`src/rtl/e32_host_pkg.sv`:
```
// Shared definitions for the E32 transceiver host controller: opcodes, frame
// header bytes, FSM states, status codes and frame lengths.
package e32_host_pkg;

  typedef enum logic [1:0] {
    OP_WRITE_VOL   = 2'b00,
    OP_WRITE_SAVED = 2'b01,
    OP_READ_CFG    = 2'b10,
    OP_READ_VER    = 2'b11
  } op_t;

  localparam logic [7:0] HDR_C0 = 8'hC0;
  localparam logic [7:0] HDR_C1 = 8'hC1;
  localparam logic [7:0] HDR_C2 = 8'hC2;
  localparam logic [7:0] HDR_C3 = 8'hC3;

  typedef enum logic [2:0] {
    ST_IDLE,
    ST_MODE_SET,
    ST_AUX_WAIT,
    ST_SEND,
    ST_RECV,
    ST_RESTORE,
    ST_RESTORE_WAIT,
    ST_DONE
  } state_t;

  typedef enum logic [1:0] {
    ERR_OK          = 2'b00,
    ERR_AUX_TIMEOUT = 2'b01,
    ERR_RSP_TIMEOUT = 2'b10,
    ERR_HDR         = 2'b11
  } err_t;

  localparam logic [2:0] WRITE_LEN   = 3'd6;
  localparam logic [2:0] READ_LEN    = 3'd3;
  localparam logic [2:0] CFG_RSP_LEN = 3'd6;
  localparam logic [2:0] VER_RSP_LEN = 3'd4;

  // Width that holds the largest of three cycle limits without wrapping.
  function automatic int cnt_width(input int a, input int b, input int c);
    int m;
    m = (a > b) ? a : b;
    m = (m > c) ? m : c;
    return $clog2(m + 1);
  endfunction

  function automatic logic [7:0] op_header(input op_t op);
    case (op)
      OP_WRITE_VOL:   return HDR_C2;
      OP_WRITE_SAVED: return HDR_C0;
      OP_READ_CFG:    return HDR_C1;
      default:        return HDR_C3;
    endcase
  endfunction

endpackage

```
`src/rtl/e32_aux_waiter.sv`:
```
// Synchronises the transceiver AUX pin, waits out the mode-change guard time,
// then reports AUX ready (done) or a bounded wait expiring (timeout).
module e32_aux_waiter #(
  parameter int MODE_GUARD_CYCLES  = 5000,
  parameter int AUX_TIMEOUT_CYCLES = 1000000,
  parameter int CNT_W              = 21
) (
  input  logic clk,
  input  logic rst,
  input  logic enable,
  input  logic aux,
  output logic done,
  output logic timeout
);

  localparam logic [CNT_W-1:0] GUARD_MAX = CNT_W'(MODE_GUARD_CYCLES);
  localparam logic [CNT_W-1:0] TO_MAX    = CNT_W'(AUX_TIMEOUT_CYCLES);

  logic [1:0]       aux_sync_q;
  logic [CNT_W-1:0] guard_q;
  logic [CNT_W-1:0] to_q;
  logic             guard_done;

  assign guard_done = (guard_q == GUARD_MAX);

  // Counters restart whenever the waiter is disabled, so each wait starts fresh.
  always_ff @(posedge clk) begin
    if (rst) begin
      aux_sync_q <= 2'b00;
      guard_q    <= '0;
      to_q       <= '0;
    end else begin
      aux_sync_q <= {aux_sync_q[0], aux};
      if (!enable) begin
        guard_q <= '0;
        to_q    <= '0;
      end else if (!guard_done) begin
        guard_q <= guard_q + 1'b1;
      end else if (!aux_sync_q[1] && to_q != TO_MAX) begin
        to_q <= to_q + 1'b1;
      end
    end
  end

  assign done    = enable && guard_done && aux_sync_q[1];
  assign timeout = enable && guard_done && !aux_sync_q[1] && (to_q == TO_MAX);

endmodule

```
`src/rtl/e32_host_controller.sv`:
```
// Host-side controller for an E32 LoRa transceiver: switches to sleep mode,
// sends a config/version command frame, collects the reply, restores the mode.
module e32_host_controller
  import e32_host_pkg::*;
#(
  parameter int MODE_GUARD_CYCLES  = 5000,
  parameter int AUX_TIMEOUT_CYCLES = 1000000,
  parameter int RSP_TIMEOUT_CYCLES = 500000
) (
  input  logic        device_clk,
  input  logic        rst,
  input  logic        cmd_valid,
  output logic        cmd_ready,
  input  logic [1:0]  cmd_op,
  input  logic [39:0] cfg_in,
  input  logic [1:0]  mode_req,
  output logic        M0,
  output logic        M1,
  input  logic        AUX,
  output logic [7:0]  tx_data,
  output logic        tx_valid,
  input  logic        tx_ready,
  input  logic [7:0]  rx_data,
  input  logic        rx_valid,
  output logic        rsp_valid,
  output logic [47:0] rsp_data,
  output logic [1:0]  rsp_err,
  output logic        busy,
  output state_t      state_dbg
);

  localparam int CNT_W = cnt_width(MODE_GUARD_CYCLES, AUX_TIMEOUT_CYCLES, RSP_TIMEOUT_CYCLES);
  localparam logic [CNT_W-1:0] RSP_MAX = CNT_W'(RSP_TIMEOUT_CYCLES);

  state_t           state_q, state_d;
  op_t              op_q;
  logic [39:0]      cfg_q;
  logic [1:0]       m_q;
  logic [2:0]       idx_q;
  logic [47:0]      buf_q;
  err_t             err_q, err_d;
  logic [47:0]      rsp_data_q;
  err_t             rsp_err_q;
  logic [CNT_W-1:0] rsp_cnt_q;

  logic       is_write, aux_enable, aux_done, aux_timeout;
  logic       tx_fire, tx_last, rx_take, rx_last, rsp_timeout;
  logic [2:0] frame_len, rsp_len;
  logic [7:0] rsp_hdr, tx_byte;

  assign is_write    = ~op_q[1];
  assign frame_len   = is_write ? WRITE_LEN : READ_LEN;
  assign rsp_len     = (op_q == OP_READ_CFG) ? CFG_RSP_LEN : VER_RSP_LEN;
  assign rsp_hdr     = (op_q == OP_READ_CFG) ? HDR_C0 : HDR_C3;
  assign aux_enable  = (state_q == ST_AUX_WAIT) || (state_q == ST_RESTORE_WAIT);
  // valid/ready: a byte or command moves only on a cycle where both are high;
  // the producer holds valid and data unchanged until that cycle.
  assign tx_fire     = (state_q == ST_SEND) && tx_ready;
  assign tx_last     = (idx_q == frame_len - 3'd1);
  assign rx_take     = (state_q == ST_RECV) && rx_valid && (idx_q < rsp_len);
  assign rx_last     = (idx_q == rsp_len - 3'd1);
  assign rsp_timeout = (state_q == ST_RECV) && !rx_valid && (rsp_cnt_q == RSP_MAX);

  e32_aux_waiter #(
    .MODE_GUARD_CYCLES (MODE_GUARD_CYCLES),
    .AUX_TIMEOUT_CYCLES(AUX_TIMEOUT_CYCLES),
    .CNT_W             (CNT_W)
  ) u_aux_waiter (
    .clk    (device_clk),
    .rst    (rst),
    .enable (aux_enable),
    .aux    (AUX),
    .done   (aux_done),
    .timeout(aux_timeout)
  );

  always_comb begin
    tx_byte = op_header(op_q);
    if (is_write) begin
      case (idx_q)
        3'd1:    tx_byte = cfg_q[39:32];
        3'd2:    tx_byte = cfg_q[31:24];
        3'd3:    tx_byte = cfg_q[23:16];
        3'd4:    tx_byte = cfg_q[15:8];
        3'd5:    tx_byte = cfg_q[7:0];
        default: tx_byte = op_header(op_q);
      endcase
    end
  end

  // Only the first error of an operation is kept.
  always_comb begin
    err_d = err_q;
    if (err_q == ERR_OK) begin
      if (aux_timeout)      err_d = ERR_AUX_TIMEOUT;
      else if (rsp_timeout) err_d = ERR_RSP_TIMEOUT;
      else if (rx_take && idx_q == 3'd0 && rx_data != rsp_hdr) err_d = ERR_HDR;
    end
  end

  always_ff @(posedge device_clk) begin
    if (rst) state_q <= ST_IDLE;
    else     state_q <= state_d;
  end

  always_comb begin
    state_d   = state_q;
    cmd_ready = 1'b0;
    tx_valid  = 1'b0;
    rsp_valid = 1'b0;
    busy      = 1'b1;
    case (state_q)
      ST_IDLE: begin
        busy      = 1'b0;
        cmd_ready = !rst;
        if (cmd_valid) state_d = ST_MODE_SET;
      end
      ST_MODE_SET: state_d = ST_AUX_WAIT;
      ST_AUX_WAIT: begin
        if (aux_done)         state_d = ST_SEND;
        else if (aux_timeout) state_d = ST_RESTORE;
      end
      ST_SEND: begin
        tx_valid = 1'b1;
        if (tx_fire && tx_last) state_d = is_write ? ST_RESTORE : ST_RECV;
      end
      ST_RECV: begin
        if ((rx_take && rx_last) || rsp_timeout) state_d = ST_RESTORE;
      end
      ST_RESTORE: state_d = ST_RESTORE_WAIT;
      ST_RESTORE_WAIT: begin
        if (aux_done || aux_timeout) state_d = ST_DONE;
      end
      ST_DONE: begin
        rsp_valid = 1'b1;
        state_d   = ST_IDLE;
      end
      default: state_d = ST_IDLE;
    endcase
  end

  always_ff @(posedge device_clk) begin
    if (rst) begin
      op_q       <= OP_WRITE_VOL;
      cfg_q      <= '0;
      m_q        <= 2'b00;
      idx_q      <= '0;
      buf_q      <= '0;
      err_q      <= ERR_OK;
      rsp_data_q <= '0;
      rsp_err_q  <= ERR_OK;
      rsp_cnt_q  <= '0;
    end else begin
      err_q <= (state_q == ST_IDLE) ? ERR_OK : err_d;
      case (state_q)
        ST_IDLE: begin
          if (cmd_valid) begin
            op_q      <= op_t'(cmd_op);
            cfg_q     <= cfg_in;
            m_q       <= 2'b11;
            idx_q     <= '0;
            buf_q     <= '0;
            rsp_cnt_q <= '0;
          end else begin
            m_q <= mode_req;
          end
        end
        ST_SEND: begin
          if (tx_fire) idx_q <= tx_last ? 3'd0 : idx_q + 3'd1;
        end
        ST_RECV: begin
          if (rx_take) begin
            for (int i = 0; i < 6; i++) begin
              if (idx_q == 3'(i)) buf_q[8*(5-i) +: 8] <= rx_data;
            end
            idx_q     <= idx_q + 3'd1;
            rsp_cnt_q <= '0;
          end else if (rsp_cnt_q != RSP_MAX) begin
            rsp_cnt_q <= rsp_cnt_q + 1'b1;
          end
        end
        ST_RESTORE: m_q <= mode_req;
        ST_RESTORE_WAIT: begin
          if (aux_done || aux_timeout) begin
            rsp_data_q <= buf_q;
            rsp_err_q  <= err_d;
          end
        end
        default: ;
      endcase
    end
  end

  assign M1        = m_q[1];
  assign M0        = m_q[0];
  assign tx_data   = tx_byte;
  assign rsp_data  = rsp_data_q;
  assign rsp_err   = rsp_err_q;
  assign state_dbg = state_q;

endmodule

```
`config.mk`:
```
export PLATFORM = sky130hd
export DESIGN_NAME = e32_host_controller
export DESIGN_NICKNAME = d
export VERILOG_FILES = /design/src/rtl/e32_host_pkg.sv /design/src/rtl/e32_aux_waiter.sv /design/src/rtl/e32_host_controller.sv
export SDC_FILE = /design/constraint.sdc
export NUM_CORES = 1
export LEC_CHECK = 0
export BUFFER_PORTS_ARGS = -buffer_cell sky130_fd_sc_hd__buf_2
export CAP_MARGIN = 20
export CORE_MARGIN = 3
export CORE_UTILIZATION = 55
export DETAILED_ROUTE_END_ITERATION = 7
export PLACE_DENSITY = 0.73
export SKIP_CTS_REPAIR_TIMING = 1
export SLEW_MARGIN = 20
export SYNTH_ARGS = -nofsm -noshare
export SYNTH_HDL_FRONTEND = slang
export SYNTH_SLANG_ARGS = --single-unit
```
`constraint.sdc`:
```
create_clock -name device_clk -period 3.2 [get_ports device_clk]
set_clock_uncertainty 0.2 [all_clocks]
set_input_delay 0.64 -clock device_clk [delete_from_list [all_inputs] [get_ports device_clk]]
set_output_delay 0.64 -clock device_clk [all_outputs]
set_load 0.02 [all_outputs]
```
==> flow_metrics.py <==
metrics = {
    "power": {
        "power_density_mw_per_mm2": 533,
        "netSwitchingPower_w": 0.00149,
        "comb_power_share_pct": 11.3,
        "p_leak_nw": 4.08,
        "p_seq_share_pct": 47.1,
        "p_sw_share_pct": 25.2,
        "ir_worst_vdd_mv": 0.452,
        "intPower_w": 0.00442,
        "clock_power_share_pct": 41.6,
    },
    "die": {
        "die_h_um": 138,
        "die_w_um": 138,
        "rows": 47,
        "die-area_mm2": 0.0191,
        "io_pins": 125,
        "initial_core_util_pct": 57.1,
        "core_mm2": 0.0169,
    },
    "logic_synthesis": {
        "synth_edf_count": 0,
        "postSynthCellCount": 1105,
        "ys_warn_count": 0,
        "ys_async_sr_fraction_pct": 0,
        "synth_area_mm2": 0.00963,
        "ys_top_cells_by_area": "dfxtp_1 44%, mux2i_1 10%, nand2b_1 6.6%",
        "ys_seq_area_share_pct": 44.1,
        "ys_ff_latch": 212,
        "synth_nets": 1177,
        "postSynthAreaPerCell_um2": 8.71,
        "yosysUniqueCellTypes": 66,
        "yosysTopAreaCellShare_pct": 44.1,
        "synth_ff_type": "dfxtp_1",
        "synth_largest_area_cell": "dfxtp_1",
    },
    "min_path": {
        "min_path_type": "in2reg",
        "min_from": "AUX",
        "hold_path_depth": 2,
        "hold_end": "u_aux_waiter.aux_sync_q[0]",
    },
    "timing": {
        "period_share_pct": 96.2,
        "rsz0062_at_grt": "false",
        "period_needed_ps": 3080,
        "hold_viol": 0,
        "clock.fmax_ghz": 0.325,
        "fin_tns_setup_ps": 0,
        "setup_viol": 0,
        "slew_headroom_pct": 45.8,
        "drv_slew": 0,
        "worst_slew_pin_slew_ps": 806,
    },
    "placed_design": {
        "finalWeightedCongestion": 0.874,
        "hpwlAfterDp_um": 15100,
        "portBuffers": 124,
        "placed_cells": 1395,
    },
    "clock_tree": {
        "cts_htree_levels": 1,
        "clk_latency_ps": 500,
        "cts-root-buf": "clkbuf_16",
        "clk_pin_slew_ps": 60,
        "clockBufferDepth": 3,
        "cts_sinks": 212,
        "cts_made_buffers": 23,
        "tritoncts": "done",
    },
    "worst_setup_path": {
        "cp.arrival_ps": 2240,
        "end_kind": "output port",
        "reg2reg_setup_slack_ps": 390,
        "worstSetupStartpointType": "flip-flop",
        "reg2reg_depth": 5,
        "path_class": "reg2out",
        "r2r_start": "u_aux_waiter.guard_q[5]",
        "crit_path_max_fanout": 11,
        "cp.required_ps": 2360,
        "reg2reg_to": "u_aux_waiter.to_q[14]",
    },
    "detailed_routing": {
        "vias": 7924,
        "routed_via_density": 5.53,
        "dr.pass1.iters": 5,
        "drc_errors": 0,
        "ant_nets": 0,
        "routedWlPerCell_um": 15.4,
        "drt_iter0_drc": 490,
        "wirelength_um": 22000,
    },
    "cells_and_area": {
        "area_delta_synth_final_pct": 15.3,
        "fin_nets": 1274,
        "n_antenna_cell": 0,
        "drive_above_1_share_pct": 16.2,
        "stdcell_count": 1434,
        "fillers": 1418,
    },
    "grt": {
        "grt_max_degree": 150,
        "antenna_found_initial": 2,
        "grt_usage_pct": 22.3,
        "grt-ovfl-total": 0,
        "grt_pass1_vias": 7507,
        "grt_pass1_wl_um": 36900,
    },
    "run": {
        "cap_violations": 0,
    },
    "outcome": {
        "status": "completed",
    },
}
-- placed cells by master, fill, tap and decap left out, types with 6 or more instances in the layout --
| cell type | Yosys | final |
|---|---|---|
| inv_1 | 26 | 26 |
| clkbuf_1 | 61 | 6 |
| and2_1 | 12 | 12 |
| nand4_1 | 13 | 13 |
| nor2b_1 | 9 | 8 |
| xor2_1 | 6 | 6 |
| or3_1 | 16 | 16 |
| nand2_1 | 120 | 120 |
| dfxtp_1 | 212 | 211 |
| nor4_1 | 12 | 12 |
| ha_1 | 14 | 11 |
| a22oi_1 | 7 | 7 |
| buf_4 | 5 | 16 |
| mux2i_1 | 99 | 99 |
| xnor2_1 | 24 | 24 |
| clkbuf_16 | 0 | 23 |
| o21ai_0 | 35 | 34 |
| nand3_1 | 26 | 26 |
| buf_2 | 1 | 124 |
| or4_1 | 6 | 6 |
| a21oi_1 | 76 | 76 |
| nor3_1 | 14 | 14 |
| nand2b_1 | 102 | 102 |
| nor2_1 | 108 | 108 |
-- layer usage --
metal / wire [um] / GRT usage (%)
met5: 22 / 0
met3: 1230 / 4.28
met1: 9960 / 30.6
met4: 281 / 4.32
met2: 10500 / 37.2
-- through the flow --
stage               util [%]  worst slack, ps  area [um2]  hold slack [ps]  total power (W)
floorplan                  -              344        9630              214          0.00331
global placement        61.5              448       10400              238          0.00351
detailed placement      61.5              413       10400              238          0.00351
CTS                     65.6            -93.2       11100              147          0.00596
global route            65.8             2.57       11100              162          0.00615
finish                  65.8              122       11100              160          0.00591
-- cells in the mapped netlist (3+ instances only) --
cell type / number
and4_1: 6
nand4b_1: 4
nor3b_1: 3
nor2_1: 108
a31oi_1: 5
or3_2: 5
xnor2_1: 24
a21oi_1: 76
a32oi_1: 3
nor3_1: 14
nor4_1: 12
and3_1: 4
nor2b_1: 9
a22oi_1: 7
nand4_1: 13
a222oi_1: 4
nor4b_1: 4
nand2b_1: 102
a211oi_1: 3
nand3_1: 26
mux2i_1: 99
buf_4: 5
inv_1: 26
nor4bb_1: 3
clkbuf_1: 61
o211ai_1: 5
or3_1: 16
a22o_1: 4
nand2_1: 120
dfxtp_1: 212
ha_1: 14
or4_1: 6
o31ai_1: 5
or2_2: 3
and2_1: 12
xor2_1: 6
o21ai_0: 35
-- logic make-up (layout without fill, tap and decap cells) --
kind of cell / count (synthesis) / after routing / share of synthesized area, %
mux: 100 / 100 / 10.4
buf+inv: 99 / 208 / 4.35
compound gates: 168 / 168 / 10.6
simple gates: 482 / 482 / 26.0
fa+ha+maj: 14 / 14 / 1.82
flops: 212 / 212 / 44.1
xor+xnor: 30 / 30 / 2.73
-- power groups by stage --
stage	registers (W)	logic (W)	clock network [W]
5_1_grt	0.00280	0.000740	0.00261
4_1_cts	0.00279	0.000668	0.00250
2_1_floorplan	0.00283	0.000481	0
6_report	0.00279	0.000670	0.00246
3_3_place_gp	0.00284	0.000663	0
3_5_place_dp	0.00284	0.000665	0
-- how the worst max path moves through the flow --
stage | from | end | slack, ps | depth (start not counted)
CTS | idx_q[0] | tx_data[1] | -90 | 7
global route | idx_q[1] | tx_data[1] | 3 | 9
global placement | u_aux_waiter.guard_q[5] | u_aux_waiter.to_q[8] | 450 | 5
detailed placement | u_aux_waiter.guard_q[5] | u_aux_waiter.to_q[14] | 410 | 5
finish | idx_q[1] | tx_data[1] | 120 | 9
floorplan | idx_q[1] | tx_data[0] | 340 | 9
-- worst max-delay path: stages, from the launching register on --
cell	delay, ps
dfxtp_1	310
buf_4	170
ha_1	190
ha_2	240
nand2_1	80
o21ai_1	80
o32ai_1	130
o22ai_1	110
mux2_2	280
buf_2	160
-- layout make-up --
| class | count | area (um2) | share of cell area, % |
|---|---|---|---|
| Timing Repair Buffer | 144 | 808 | 7.28 |
| Clock inverter | 6 | 58.8 | 0.530 |
| Sequential cell | 212 | 4250 | 38.3 |
| Tap cell | 220 | 275 | 2.48 |
| Multi-Input combinational cell | 794 | 4990 | 44.9 |
| Clock buffer | 31 | 626 | 5.63 |
| Inverter | 27 | 101 | 0.913 |
-- flip-flops by register name, summed over array words and instances (netlist names), 3 cells and up --
name	flops
u_aux_waiter.to_q	20
cfg_q	40
state_dbg	3
u_aux_waiter.guard_q	20
rsp_cnt_q	20
buf_q	48
rsp_data	48
idx_q	3
No activity file was read; power rests on OpenSTA's default activity.
